### src/rtl/ram_scan_reader.sv
// rtl/ram_scan_reader.sv - read-side sweep controller feeding address/data pairs to the HEX display path
module ram_scan_reader #(
    parameter int ADDR_W   = 5,
    parameter int DATA_W   = 4,
    parameter int TICK_DIV = 50_000_000,
    parameter int RD_LAT   = 1
) (
    input  logic              clk,
    input  logic              reset,
    input  logic              pause,
    input  logic              step,
    output logic [ADDR_W-1:0] rd_addr,
    input  logic [DATA_W-1:0] rd_data,
    output logic [ADDR_W-1:0] disp_addr,
    output logic [DATA_W-1:0] disp_data,
    output logic              disp_valid,
    output logic              wrap
);

    localparam int PS_W  = (TICK_DIV > 1) ? $clog2(TICK_DIV) : 1;
    localparam int LAT_W = (RD_LAT > 1) ? $clog2(RD_LAT + 1) : 1;

    localparam logic [PS_W-1:0]   PS_LAST   = PS_W'(TICK_DIV - 1);
    localparam logic [LAT_W-1:0]  LAT_LAST  = LAT_W'(RD_LAT - 1);
    localparam logic [ADDR_W-1:0] ADDR_LAST = '1;

    typedef enum logic [1:0] {
        ST_LOAD = 2'd0,
        ST_WAIT = 2'd1,
        ST_SHOW = 2'd2
    } state_t;

    state_t            state;
    state_t            state_next;
    logic [LAT_W-1:0]  lat_cnt;
    logic [LAT_W-1:0]  lat_next;
    logic [PS_W-1:0]   ps_cnt;
    logic              tick;
    logic              advance;
    logic              capture;

    // A tick only counts while running; pause masks it so pause+tick never advances.
    assign tick = !pause && (ps_cnt == PS_LAST);

    // State and read-latency counter registers.
    always_ff @(posedge clk) begin
        if (reset) begin
            state   <= ST_LOAD;
            lat_cnt <= '0;
        end else begin
            state   <= state_next;
            lat_cnt <= lat_next;
        end
    end

    // Next-state logic: wait out the RAM latency, then hold in SHOW until an advance request.
    always_comb begin
        state_next = state;
        lat_next   = lat_cnt;
        advance    = 1'b0;
        capture    = 1'b0;
        case (state)
            ST_LOAD: begin
                lat_next   = '0;
                state_next = ST_WAIT;
            end
            ST_WAIT: begin
                if (lat_cnt == LAT_LAST) begin
                    capture    = 1'b1;
                    state_next = ST_SHOW;
                end else begin
                    lat_next = lat_cnt + LAT_W'(1);
                end
            end
            ST_SHOW: begin
                // Step is honoured only while paused; steps in LOAD/WAIT fall through unqueued.
                if (tick || (step && pause)) begin
                    advance    = 1'b1;
                    state_next = ST_LOAD;
                end
            end
            default: begin
                state_next = ST_LOAD;
            end
        endcase
    end

    // Prescaler: free-runs while not paused, restarts on every advance so a tick cannot land in LOAD/WAIT.
    always_ff @(posedge clk) begin
        if (reset) begin
            ps_cnt <= '0;
        end else if (pause || advance || tick) begin
            ps_cnt <= '0;
        end else begin
            ps_cnt <= ps_cnt + PS_W'(1);
        end
    end

    // Read address sweep with a one-cycle wrap pulse when leaving the last address.
    always_ff @(posedge clk) begin
        if (reset) begin
            rd_addr <= '0;
            wrap    <= 1'b0;
        end else begin
            wrap <= advance && (rd_addr == ADDR_LAST);
            if (advance) begin
                rd_addr <= rd_addr + ADDR_W'(1);
            end
        end
    end

    // Display capture: data is latched once on SHOW entry; later RAM writes to the same address show on the next pass.
    always_ff @(posedge clk) begin
        if (reset) begin
            disp_addr  <= '0;
            disp_data  <= '0;
            disp_valid <= 1'b0;
        end else if (capture) begin
            disp_addr  <= rd_addr;
            disp_data  <= rd_data;
            disp_valid <= 1'b1;
        end else if (advance) begin
            disp_valid <= 1'b0;
        end
    end

endmodule

### config.mk
export PLATFORM = sky130hd
export DESIGN_NAME = ram_scan_reader
export DESIGN_NICKNAME = d
export VERILOG_FILES = /design/src/rtl/ram_scan_reader.sv
export SDC_FILE = /design/constraint.sdc
export NUM_CORES = 1
export LEC_CHECK = 0
export CAP_MARGIN = 20
export CORE_MARGIN = 8
export CORE_UTILIZATION = 26
export CTS_BUF_LIST = sky130_fd_sc_hd__clkbuf_2 sky130_fd_sc_hd__clkbuf_4 sky130_fd_sc_hd__clkbuf_8
export DETAILED_ROUTE_END_ITERATION = 8
export GPL_TIMING_DRIVEN = 1
export PLACE_DENSITY = 0.46
export SYNTH_ARGS = -nofsm -noshare
export SYNTH_HDL_FRONTEND = slang
export SYNTH_SLANG_ARGS = --single-unit
### constraint.sdc
create_clock -name clk -period 2.05 [get_ports clk]
set_input_delay 0.3075 -clock clk [delete_from_list [all_inputs] [get_ports clk]]
set_output_delay 0.3075 -clock clk [all_outputs]
set_load 0.005 [all_outputs]
==> results.txt <==
synthesis warning total = 0
fraction of registers with async set/reset = 0
routed len/inst = 11.91 um
Main synth FF type = dfxtp_1
initial core utilization = 0.2687
clk_lat worst skew = 0.30 ns
synth top area cells = dfxtp_1 (45%), nor2_1 (5.9%), nand2_1 (5.6%)
initial antenna violation count = 0
first-pass GRT wire length = 7.300 mm
Leak Pwr = 0.0008337 uW
Hold-fix buffers, CTS = 0
WHS = 0.4561 ns
Tot Pwr = 1670 uW
Core ar. = 7292 um^2
worst slew pin tran = 0.4290 ns
Net count, final = 263
Max-Cap Viols = 0
Post-CTS Resized = 0
total CTS buffers = 5
Diodes inserted = 0
Max Freq = 542.6 MHz
Setup CP Type = register to register
detailed-route via count = 1,553
vias per inst = 4.412
Post-synth EDFFs = 0
design area = 2457 um^2
Die Area = 10,570 um^2
Worst slew margin = 0.7128
worst hold path class = register to register
total grt overflow = 0
Clock Path Buffers = 2
CTS clock-pin slew for the worst setup and hold paths = 0.09 ns
clk sink count = 44
Gate Count Post-Synth = 223
Setup Buffers After CTS = 0
Final HPWL DP = 3.058 mm
CTS root buf = clkbuf_8
drt initial violations = 27
crit path launch type = register
Cell Area, Synth = 1959 um^2
area leader, netlist = dfxtp_1
PD cells = 679.6 nW/um^2
synth unique cells = 37
most common cell in the netlist = dfxtp_1
largest net degree at the start of global routing = 26
RePlAce Congestion = 0.7613
CP required = 2.24 ns
DIE HEIGHT = 102.8 um
Fin Clk Skew = 0.007055 ns
layout cells sized above 1 = 0.09091
GRT Util Overall = 0.08810
status = finished clean
final wirelength = 4.194 mm
sequential area share after synthesis = 0.4496
Seq cells post-synth = 44
area delta synth->final = 25.42%
TritonCTS clock tree = yes
period utilization = 0.8990
most frequent cells after synthesis = dfxtp_1 (44), nor2_1 (31), nand2_1 (29), a21oi_1 (14)
DR pass1 iterations = 4
final worst path period need = 1.843 ns
number of global-route vias before repair = 1,563
placed cell area = 2342 um^2
peak supply drop = 0.3580 mV
crit end category = register
Hold Vio Cnt, Final = 0
setup TNS = 0 ns
htree depth = 2
Post-DRT Antenna Nets = 0
Remaining DRCs = 0
Die W = 102.8 um
Avg Cell Area, Syn = 8.786 um^2
Worst Path Max Fanout = 6
Yosys top cell area share = 0.4496
port bufs = 23
IO Pins = 24
Net Count, Synth = 234
Max Transition Viols Final = 0
FP Rows = 31
setup violators final = 0
unrepaired setup endpoints after global routing = false
Util after Layout = 0.3370
Arr. time, crit path = 2.03 ns
cell usage in the layout, fill, tap and decap left out, types with 2 or more instances in the layout:
cell type,synthesis,final
dfxtp_1,44,44
nor2_1,31,31
nand2_1,29,29
clkdlybuf4s50_1,0,23
a21oi_1,14,14
xor2_1,12,12
xnor2_1,12,12
nand3_1,9,9
nand2b_1,8,8
and3_1,7,7
nor3_1,7,7
nand4_1,6,6
clkbuf_8,0,5
buf_4,0,5
nor4_1,4,4
inv_1,3,3
mux2i_1,3,3
nor2b_1,3,3
ha_1,3,3
and4_1,2,2
nor3b_1,2,2
area by class of cell:
type	count	area, um^2
Timing Repair Buffer	29	287.8
Fill cell	814	4835
Sequential cell	44	880.8
Inverter	3	11.26
Clock buffer	5	68.82
Tap cell	99	123.9
Clock inverter	3	46.29
Multi-Input combinational cell	169	1039
final timing paths:
path / start / end / slack, ns / cells past startpoint
max reg2reg: ps_cnt[0]$_SDFF_PP0_ / rd_addr[0]$_SDFFE_PP0P_ / 0.21 / 6
min reg2reg: disp_data[1]$_SDFFE_PP0P_ / disp_data[1]$_SDFFE_PP0P_ / 0.46 / 2
max: ps_cnt[0]$_SDFF_PP0_ / rd_addr[0]$_SDFFE_PP0P_ / 0.21 / 6
min: disp_data[1]$_SDFFE_PP0P_ / disp_data[1]$_SDFFE_PP0P_ / 0.46 / 2
logic make-up (layout without fill, tap and decap cells):
family,Yosys count,after routing,share of synthesized area
simple gates,119,119,0.3180
flops,44,44,0.4496
xor+xnor,24,24,0.1073
compound gates,18,18,0.05683
buf+inv,10,40,0.02044
mux,5,5,0.02873
fa+ha+maj,3,3,0.01916
registers in the layout, summed over array words and instances (netlist names):
register and count:
rd_addr 5, ps_cnt 26, disp_addr 5, state 2
disp_data 4, disp_valid 1, wrap 1
power by group:
| part | switching (uW) | leakage (uW) | internal (uW) | total, uW |
|---|---|---|---|---|
| Sequential | 11.1 | 0.000356 | 869 | 880 |
| Clock | 313 | 0.0000548 | 367 | 680 |
| Combinational | 56.1 | 0.000423 | 53.4 | 109 |
through the flow:
stage	setup slack [ns]	instances
2_1_floorplan	0.2626	223
3_3_place_gp	0.2601	344
3_5_place_dp	0.2063	344
4_1_cts	0.1864	352
5_1_grt	0.06944	352
6_report	0.2071	352
routing by layer:
| metal | global-route usage | part of all wire |
|---|---|---|
| met5 | 0 | 0 |
| met3 | 0.04456 | 0.084 |
| met1 | 0.1101 | 0.50 |
| met4 | 0.03337 | 0.0091 |
| met2 | 0.1259 | 0.41 |
worst max-delay path, stage by stage (launching register included):
cell and delay, ns:
dfxtp_1 0.37, ha_1 0.22, nand3_1 0.16, nor2_2 0.19, nand4_4 0.18, o31ai_4 0.30
mux2_4 0.32
(Power assumes the default switching activity.)
